**src/rtl/cdc_wr_arbiter_pkg.sv**
```systemverilog
// cdc_wr_arbiter_pkg: shared constants and header builder for the FIFO write arbiter
package cdc_wr_arbiter_pkg;
  localparam logic [7:0] HDR_MAGIC = 8'hA5;
  localparam logic [1:0] IDLE = 2'd0;
  localparam logic [1:0] HDR = 2'd1;
  localparam logic [1:0] DATA = 2'd2;
  localparam int MAGIC_LSB = 24;
  localparam int ID_LSB = 16;
  localparam int SEQ_LSB = 0;
  function automatic logic [31:0] make_hdr(input logic [7:0] id, input logic [15:0] seq);
    logic [31:0] h;
    h = '0;
    h[MAGIC_LSB +: 8] = HDR_MAGIC;
    h[ID_LSB +: 8] = id;
    h[SEQ_LSB +: 16] = seq;
    return h;
  endfunction
endpackage

```
**src/rtl/cdc_wr_arbiter_rr_pick.sv**
```systemverilog
// cdc_wr_arbiter_rr_pick: round-robin priority encoder, first request at or after ptr wins
module cdc_wr_arbiter_rr_pick
  import cdc_wr_arbiter_pkg::*;
#(
  parameter int N = 4,
  parameter int IW = 2
) (
  input  logic [N-1:0]  req,
  input  logic [IW-1:0] ptr,
  output logic          found,
  output logic [IW-1:0] idx
);
  logic [N-1:0] rot;
  assign rot = N'({req, req} >> ptr);
  // scan from the far end so the lowest offset from ptr is the last, winning, assignment
  always_comb begin
    found = 1'b0;
    idx = '0;
    for (int k = N - 1; k >= 0; k--) begin
      if (rot[k]) begin
        found = 1'b1;
        idx = IW'((int'(ptr) + k) % N);
      end
    end
  end
endmodule

```
**src/rtl/cdc_wr_arbiter.sv**
```systemverilog
// cdc_wr_arbiter: packet round-robin arbiter with source/seq header in front of the FIFO write port
module cdc_wr_arbiter
  import cdc_wr_arbiter_pkg::*;
#(
  parameter int N_SRC = 4,
  parameter int DW = 32,
  parameter int IDW = 2,
  parameter int MAX_PKT = 256
) (
  input  logic                clk,
  input  logic                rst,
  input  logic [N_SRC-1:0]    src_valid,
  input  logic [N_SRC*DW-1:0] src_data,
  input  logic [N_SRC-1:0]    src_last,
  output logic [N_SRC-1:0]    src_ready,
  input  logic                fifo_full,
  output logic [DW-1:0]       fifo_din,
  output logic                fifo_wr_en,
  output logic [IDW-1:0]      cur_src,
  output logic                busy,
  output logic                pkt_err
);
  localparam int CW = $clog2(MAX_PKT);
  logic [1:0] state;
  logic [IDW-1:0] rr_ptr;
  logic [15:0] seq;
  logic [CW-1:0] word_cnt;
  logic found;
  logic [IDW-1:0] pick;
  logic [DW-1:0] cur_data;
  logic cur_valid, cur_last, accept, closing;
  cdc_wr_arbiter_rr_pick #(.N(N_SRC), .IW(IDW)) u_pick (
    .req(src_valid),
    .ptr(rr_ptr),
    .found(found),
    .idx(pick)
  );
  assign cur_data = src_data[cur_src*DW +: DW];
  assign cur_valid = src_valid[cur_src];
  assign cur_last = src_last[cur_src];
  assign accept = (state == DATA) & cur_valid & ~fifo_full;
  assign closing = accept & (cur_last | (word_cnt == CW'(MAX_PKT - 1)));
  // write port driven straight from state so a full FIFO blocks the write in the same cycle
  always_comb begin
    fifo_wr_en = (state == HDR) ? ~fifo_full : accept;
    fifo_din = (state == HDR) ? DW'(make_hdr(8'(cur_src), seq)) : (state == DATA) ? cur_data : '0;
    src_ready = (state == DATA && !fifo_full) ? N_SRC'(1) << cur_src : '0;
    busy = state != IDLE;
  end
  // grant, header, data sequencing; a grant is only released by a packet close
  always_ff @(posedge clk or posedge rst) begin
    if (rst) begin
      state <= IDLE;
      rr_ptr <= '0;
      cur_src <= '0;
      seq <= '0;
      word_cnt <= '0;
      pkt_err <= 1'b0;
    end else begin
      pkt_err <= closing & ~cur_last;
      if (state == IDLE && found) begin
        cur_src <= pick;
        state <= HDR;
      end
      if (state == HDR && !fifo_full) begin
        state <= DATA;
        seq <= seq + 16'd1;
      end
      if (accept) word_cnt <= closing ? '0 : word_cnt + CW'(1);
      if (closing) begin
        state <= IDLE;
        rr_ptr <= IDW'((int'(cur_src) + 1) % N_SRC);
      end
    end
  end
endmodule

```
**config.mk**
```make
export PLATFORM = sky130hd
export DESIGN_NAME = cdc_wr_arbiter
export DESIGN_NICKNAME = d
export VERILOG_FILES = /design/src/rtl/cdc_wr_arbiter_pkg.sv /design/src/rtl/cdc_wr_arbiter_rr_pick.sv /design/src/rtl/cdc_wr_arbiter.sv
export SDC_FILE = /design/constraint.sdc
export NUM_CORES = 1
export LEC_CHECK = 0
export CAP_MARGIN = 30
export CORE_MARGIN = 2
export CORE_UTILIZATION = 30
export CTS_CLUSTER_SIZE = 28
export DETAILED_ROUTE_END_ITERATION = 8
export PLACE_DENSITY = 0.71
export SLEW_MARGIN = 30
export SYNTH_ARGS = -nofsm -noshare
export SYNTH_HDL_FRONTEND = slang
export SYNTH_SLANG_ARGS = --single-unit
```
**constraint.sdc**
```tcl
create_clock -name clk -period 3.3 [get_ports clk]
set_input_delay 0.495 -clock clk [delete_from_list [all_inputs] [get_ports clk]]
set_output_delay 0.495 -clock clk [all_outputs]
set_load 0.02 [all_outputs]
```
==> out/metrics.csv, run 1 <==
stage,metric,value,unit
yosys,avgSynthCellArea,10.86,µm²
final_layout,fin_cells,535,
sta,finalMaxSlewViolations,0,
clocking,cts_max_path_buffers,2,
sta,period_minus_slack,2.963,ns
run_status,status,"complete, no violations",
clocking,cts_hold_buf,0,
detailed_routing,drc,0,
grt,grt_use_total,19.00,%
worst_setup_path,crit_buf_inv,2,
yosys,syn_area,2673,µm²
yosys,yosys.area.top_type,dfrtp_1,
final_layout,multi_input_area,1813,µm²
floorplan,die_h,98.39,µm
sta,slew_headroom,44.88,%
grt,grt_max_degree,24,
worst_setup_path,path_class,input pin to primary output,
floorplan,initial_core_util,30.80,%
place,dpl.hpwl,7.733,mm
detailed_routing,wl_per_cell,17.28,µm
final_layout,layout-drive-gt1-share,14.05,%
worst_setup_path,cp_slowest_stage_delay,0.56,ns
worst_setup_path,cp.required,2.80,ns
place,port_buffers,179,
worst_setup_path,r2r_cells,4,
worst_hold_path,hp-class,register to register,
power_and_ir_drop,internal_power,1852,µW
worst_setup_path,critPathTopFamily,buffers and inverters,
clocking,clock-sinks,31,
power_and_ir_drop,peakVddDrop,365.6,µV
power_and_ir_drop,pwr-share-comb,69.4,%
detailed_routing,via_count,2755,
worst_setup_path,arrival,2.47,ns
yosys,syn_nets,391,
run,max_cap_violations,0,
power_and_ir_drop,p_leak,0.001849,µW
clocking,cts_buffers,5,
yosys,synth_largest_type_area_fraction,29.03,%
clocking,cts_setup_buffers,0,
yosys,ys_types,40,
sta,fmax,337.5,MHz
final_layout,final_nets,571,
yosys,syn-instance-count,246,
clocking,h-tree-depth,2,
detailed_routing,routed_wl,9.243,mm
grt,grt_pass1_vias,3011,
sta,worst_slew_pin_slew,0.8217,ns
yosys,ys_seq_elements,31,
clocking,cts-root-buf,clkbuf_8,
detailed_routing,ant_nets,0,
sta,timing.final.crit_share,89.80,%
power_and_ir_drop,swShare,40.55,%
sta,setup_violations,0,
power_and_ir_drop,seqPwrFrac,17.8,%
power_and_ir_drop,clkPwrFrac,12.7,%
final_layout,layout_commonest_cell,clkdlybuf4s50_1,
place,dp.cells,527,
detailed_routing,dr.first_iter.drc_count,58,
final_layout,antenna_cells,0,
grt,gr-total-overflow,0,
sta,setup_tns,0,ns
clocking,cts_tree,done,
floorplan,die_w,98.39,µm
power_and_ir_drop,power.density,659.5,nW/µm²
clocking,clk_latency,0.29,ns
place,gp_congestion,0.8117,
final_layout,nFillCells,787,
worst_setup_path,cp_cell_sequence,clkdlybuf4s50_1 > mux4_2 > nand2_1 > o21ai_0 > clkdlybuf4s50_1,
grt,antenna_found_initial,0,
power_and_ir_drop,p_sw,1264,µW
worst_setup_path,crit_fanout,9,
detailed_routing,vias_per_cell,5.150,
worst_setup_path,cp.depth,5,
worst_hold_path,hold_depth,1,
worst_setup_path,cp-start-kind,input pin,
sta,rsz0062_at_grt,false,
worst_setup_path,critPathCaptureType,primary output,
grt,grt_pass1_wl,14.70,mm
worst_setup_path,slowest_stage,clkdlybuf4s50_1,
floorplan,dieArea,9680,µm²
floorplan,num_rows,34,
clocking,clk_pin_slew,0.07,ns
sta,final-hold-violation-count,0,
yosys,ys_seq_area_share,29.03,%
clocking,cts_resized,0,
yosys,ys_warn_count,0,
sta,finClkSkew,0.007717,ns
final_layout,final_cell_mix,"clkdlybuf4s50_1 (179), mux4_2 (32), dfrtp_1 (30)",
yosys,synth_area_leaders,"dfrtp_1 (29%), mux4_2 (27%), a22o_1 (5.6%)",
floorplan,core,8678,µm²
worst_setup_path,crit_top_cell,clkdlybuf4s50_1,
final_layout,seqCellArea,777.0,µm²
detailed_routing,first_pass_iters,4,
floorplan,pin_count,180,
final_layout,syn_to_final_growth,76.78,%
cell usage after synthesis, drive strengths merged:
cell type,count
and4bb,1
mux2,6
nor3b,1
a32o,1
and3,2
dfrtp,31
a21oi,12
o2bb2ai,1
or3,2
buf,5
nor2b,4
a22oi,1
nor2,11
o21ai,13
nor3,3
xnor2,13
nand3,8
and2,18
nand2,22
and4,4
o31ai,2
clkbuf,10
mux2i,1
nand4,3
inv,6
xor2,2
or2,1
o21a,1
a21o,1
nand2b,2
mux4,32
nand3b,1
a41oi,1
a22o,17
or4,1
ha,6
logic make-up after synthesis:
| family | count (synthesis) | share of synthesized area [%] |
|---|---|---|
| AOI/OAI and AO/OA | 50 | 12.69 |
| xor gates and xnor gates | 15 | 4.916 |
| adders and majority gates | 6 | 2.809 |
| buffers and inverters | 21 | 3.230 |
| DFF | 31 | 29.03 |
| muxes | 39 | 29.87 |
| and+or+nand+nor | 84 | 17.46 |
layout make-up:
class | count | share of cell area (%)
timing repair buffer | 188 | 39.35
multi-input combinational | 194 | 38.37
sequential | 31 | 16.45
tap | 108 | 2.860
clock buffer | 6 | 1.748
clock inverter | 2 | 0.7415
inverter | 6 | 0.4767
power by group through the flow:
| stage | Combinational (µW) | Clock [µW] | Sequential, µW |
|---|---|---|---|
| 2_1_floorplan | 1320 | 0 | 536 |
| 3_3_place_gp | 2170 | 0 | 560 |
| 3_5_place_dp | 2180 | 0 | 561 |
| 4_1_cts | 2190 | 406 | 555 |
| 5_1_grt | 2330 | 424 | 572 |
| 6_report | 2160 | 397 | 556 |
worst register-to-register path, cell delays in order (launching register included):
cell and delay, ns:
dfrtp_2 0.47, mux4_2 0.64, nand3b_4 0.22, or4_1 0.51, a21oi_1 0.15
per-layer routing:
| metal | track usage (%) | wire length [µm] | vias up |
|---|---|---|---|
| li1 | - | - | 1303 |
| met1 | 21.03 | 3494 | 1334 |
| met2 | 34.75 | 4896 | 102 |
| met3 | 6.084 | 666 | 16 |
| met4 | 5.479 | 185 | 0 |
| met5 | 0 | 0 | - |
per-stage QoR:
step / area (µm²) / total power, µW / hold WS (ns) / worst slack, ns / utilization, %
after detailed placement: 4607 / 2745 / 0.4798 / 0.3305 / 53.09
after CTS: 4725 / 3155 / 0.4936 / 0.3367 / 54.44
final: 4725 / 3116 / 0.4919 / 0.3366 / 54.44
after global routing: 4725 / 3326 / 0.5145 / 0.2294 / 54.44
after floorplan: 2673 / 1851 / 0.4459 / 0.9546 / -
after global placement: 4607 / 2729 / 0.4829 / 0.3793 / 53.09
worst paths after layout:
path / start / to / slack, ns
max: src_valid[2] / fifo_wr_en / 0.34
min: seq[2]$_DFFE_PP0P_ / seq[2]$_DFFE_PP0P_ / 0.49
max reg2reg: cur_src[0]$_DFFE_PP0P_ / word_cnt[7]$_DFFE_PP0P_ / 1.24
min reg2reg: seq[2]$_DFFE_PP0P_ / seq[2]$_DFFE_PP0P_ / 0.49
max in group asynchronous: rst / word_cnt[2]$_DFFE_PP0P_ / 2.16
min in group asynchronous: rst / seq[2]$_DFFE_PP0P_ / 0.59
flip-flops by register name, summed over array words and instances (netlist names):
| name | cells |
|---|---|
| seq | 16 |
| pkt_err | 1 |
| word_cnt | 8 |
| cur_src | 2 |
| state | 2 |
| rr_ptr | 2 |
(Power assumes the default switching activity.)
==> run 2: changes to the inputs <==
--- a/config.mk
+++ b/config.mk
@@ -11,7 +11,6 @@
 export CTS_CLUSTER_SIZE = 28
 export DETAILED_ROUTE_END_ITERATION = 8
 export PLACE_DENSITY = 0.71
-export SLEW_MARGIN = 30
 export SYNTH_ARGS = -nofsm -noshare
 export SYNTH_HDL_FRONTEND = slang
 export SYNTH_SLANG_ARGS = --single-unit
==> out/metrics.csv, run 2 (synthesized netlist as in run 1, its figures left out) <==
stage,metric,value,unit,change
grt,gr-total-overflow,0,,unchanged
floorplan,core,8678,µm²,unchanged
clocking,cts-root-buf,clkbuf_8,,
sta,rsz0062_at_grt,false,,
power_and_ir_drop,peakVddDrop,365.6,µV,unchanged
worst_setup_path,crit_top_cell,clkdlybuf4s50_1,,
floorplan,num_rows,34,,unchanged
clocking,h-tree-depth,2,,unchanged
sta,finalMaxSlewViolations,0,,unchanged
final_layout,layout_commonest_cell,clkdlybuf4s50_1,,
clocking,cts_resized,0,,unchanged
sta,timing.final.crit_share,89.80,%,unchanged
detailed_routing,via_count,2757,,+0.073%
grt,grt_max_degree,24,,unchanged
clocking,cts_tree,done,,
detailed_routing,wl_per_cell,17.27,µm,about the same
final_layout,antenna_cells,0,,unchanged
final_layout,largest_reg_flops,16,,unchanged
grt,grt_pass1_wl,14.70,mm,unchanged
floorplan,pin_count,180,,unchanged
sta,slew_headroom,41.59,%,-3.3 points
worst_setup_path,r2r_end,word_cnt[7]$_DFFE_PP0P_,,
power_and_ir_drop,power.density,659.6,nW/µm²,about the same
run,max_cap_violations,0,,unchanged
final_layout,layout-drive-gt1-share,14.05,%,unchanged
final_layout,top_regs,"seq: 16 flops, word_cnt: 8 flops",,
worst_setup_path,cp_slowest_stage_delay,0.56,ns,about the same
worst_hold_path,hold_depth,1,,unchanged
power_and_ir_drop,p_leak,0.001853,µW,+0.20%
floorplan,initial_core_util,30.80,%,unchanged
sta,finClkSkew,0.007717,ns,+0.00000003000 ns
grt,grt_use_total,19.00,%,unchanged
worst_setup_path,crit_fanout,9,,unchanged
run_status,status,"complete, no violations",,
power_and_ir_drop,clkPwrFrac,12.8,%,about the same
worst_setup_path,slowest_stage,clkdlybuf4s50_1,,
place,gp_congestion,0.8117,,unchanged
place,port_buffers,179,,unchanged
grt,grt_pass1_vias,3011,,unchanged
clocking,clk_pin_slew,0.07,ns,about the same
place,pre_cts_slack,0.3305,ns,unchanged
final_layout,fin_cells,535,,unchanged
place,dp.cells,527,,unchanged
clocking,cts_max_path_buffers,2,,unchanged
worst_setup_path,cp_cell_sequence,clkdlybuf4s50_1 > mux4_2 > nand2_1 > o21ai_0 > clkdlybuf4s50_1,,
detailed_routing,ant_nets,0,,unchanged
floorplan,die_w,98.39,µm,unchanged
worst_setup_path,critPathTopFamily,buffers and inverters,,
worst_setup_path,rrSetupSlack,1.24,ns,about the same
worst_hold_path,min_from,seq[15]$_DFFE_PP0P_,,
sta,fmax,337.5,MHz,unchanged
worst_setup_path,cp-start-kind,input pin,,
sta,worst_slew_pin_slew,0.8753,ns,+0.05360 ns
worst_setup_path,critPathCaptureType,primary output,,
worst_hold_path,whs_endpoint,seq[15]$_DFFE_PP0P_,,
detailed_routing,drc,0,,unchanged
final_layout,syn_to_final_growth,76.78,%,unchanged
worst_setup_path,path_class,input pin to primary output,,
floorplan,dieArea,9680,µm²,unchanged
power_and_ir_drop,pwr-share-comb,69.4,%,about the same
sta,period_minus_slack,2.963,ns,unchanged
clocking,cts_buffers,5,,unchanged
power_and_ir_drop,swShare,40.56,%,about the same
place,dpl.hpwl,7.733,mm,unchanged
grt,antenna_found_initial,0,,unchanged
power_and_ir_drop,seqPwrFrac,17.8,%,about the same
detailed_routing,dr.first_iter.drc_count,58,,unchanged
floorplan,die_h,98.39,µm,unchanged
worst_setup_path,crit_buf_inv,2,,unchanged
clocking,cts_hold_buf,0,,unchanged
worst_setup_path,r2r_cells,4,,unchanged
power_and_ir_drop,p_sw,1264,µW,about the same
final_layout,regMostFlops,seq,,
clocking,clk_latency,0.29,ns,about the same
sta,layout_setup_ws,0.3366,ns,unchanged
sta,hold_ws,0.4927,ns,+0.0008210 ns
detailed_routing,first_pass_iters,4,,unchanged
worst_setup_path,arrival,2.47,ns,about the same
final_layout,final_nets,571,,unchanged
sta,setup_tns,0,ns,unchanged
worst_setup_path,r2r_start,cur_src[0]$_DFFE_PP0P_,,
detailed_routing,vias_per_cell,5.153,,about the same
sta,final-hold-violation-count,0,,unchanged
clocking,cts_setup_buffers,0,,unchanged
worst_hold_path,hp-class,register to register,,
sta,setup_violations,0,,unchanged
worst_setup_path,cp.required,2.80,ns,about the same
final_layout,final_cell_mix,"clkdlybuf4s50_1 (179), mux4_2 (32), dfrtp_1 (30)",,
detailed_routing,routed_wl,9.241,mm,about the same
power_and_ir_drop,internal_power,1852,µW,about the same
clocking,clock-sinks,31,,unchanged
run 2: cell count changes in the layout (fill, tap and decap cells not counted), sizes merged:
| cell | change |
|---|---|
| inv | +1 |
| clkinv | -1 |
run 2: metal layers:
layer | global-route usage [%] | up-vias | part of all wire, %
li1 | - | 1302 | -
met1 | 21.03 | 1337 | 38
met2 | 34.75 | 102 | 53
met3 | 6.084 | 16 | 7.2
met4 | 5.479 | 0 | 2.0
met5 | 0 | - | 0
run 2: worst max path at each step:
stage,cells past startpoint,endpoint,from
after floorplan,4,fifo_din[10],cur_src[0]$_DFFE_PP0P_
after global placement,5,fifo_wr_en,src_valid[0]
after detailed placement,5,fifo_wr_en,src_valid[2]
after CTS,5,fifo_wr_en,src_valid[0]
after global routing,5,fifo_wr_en,src_valid[2]
final,5,fifo_wr_en,src_valid[2]
run 2: worst register-to-register path, delay by kind of cell, from the launching register on:
kind            cells  cell delay (ns)
compound gates      1             0.15
flops               1             0.47
mux                 1             0.64
simple gates        2             0.73
run 2: metrics by stage:
stage,instance area [µm²],utilization [%],power (µW)
2_1_floorplan,2673,-,1851
3_3_place_gp,4607,53.09,2729
3_5_place_dp,4607,53.09,2745
4_1_cts,4725,54.44,3155
5_1_grt,4725,54.44,3326
6_report,4725,54.44,3116
run 2: layout make-up:
| class | instances | area, µm² |
|---|---|---|
| Fill cell | 787 | 3954 |
| Timing Repair Buffer | 188 | 1859 |
| Multi-Input combinational cell | 194 | 1813 |
| Sequential cell | 31 | 777.0 |
| Tap cell | 108 | 135.1 |
| Clock buffer | 6 | 82.58 |
| Clock inverter | 2 | 35.03 |
| Inverter | 6 | 22.52 |
run 2: power by group through the flow:
stage / sequential (µW) / combinational [µW] / clock (µW)
floorplan: 536 / 1320 / 0
global placement: 560 / 2170 / 0
detailed placement: 561 / 2180 / 0
CTS: 555 / 2190 / 406
global route: 572 / 2330 / 424
finish: 556 / 2160 / 397
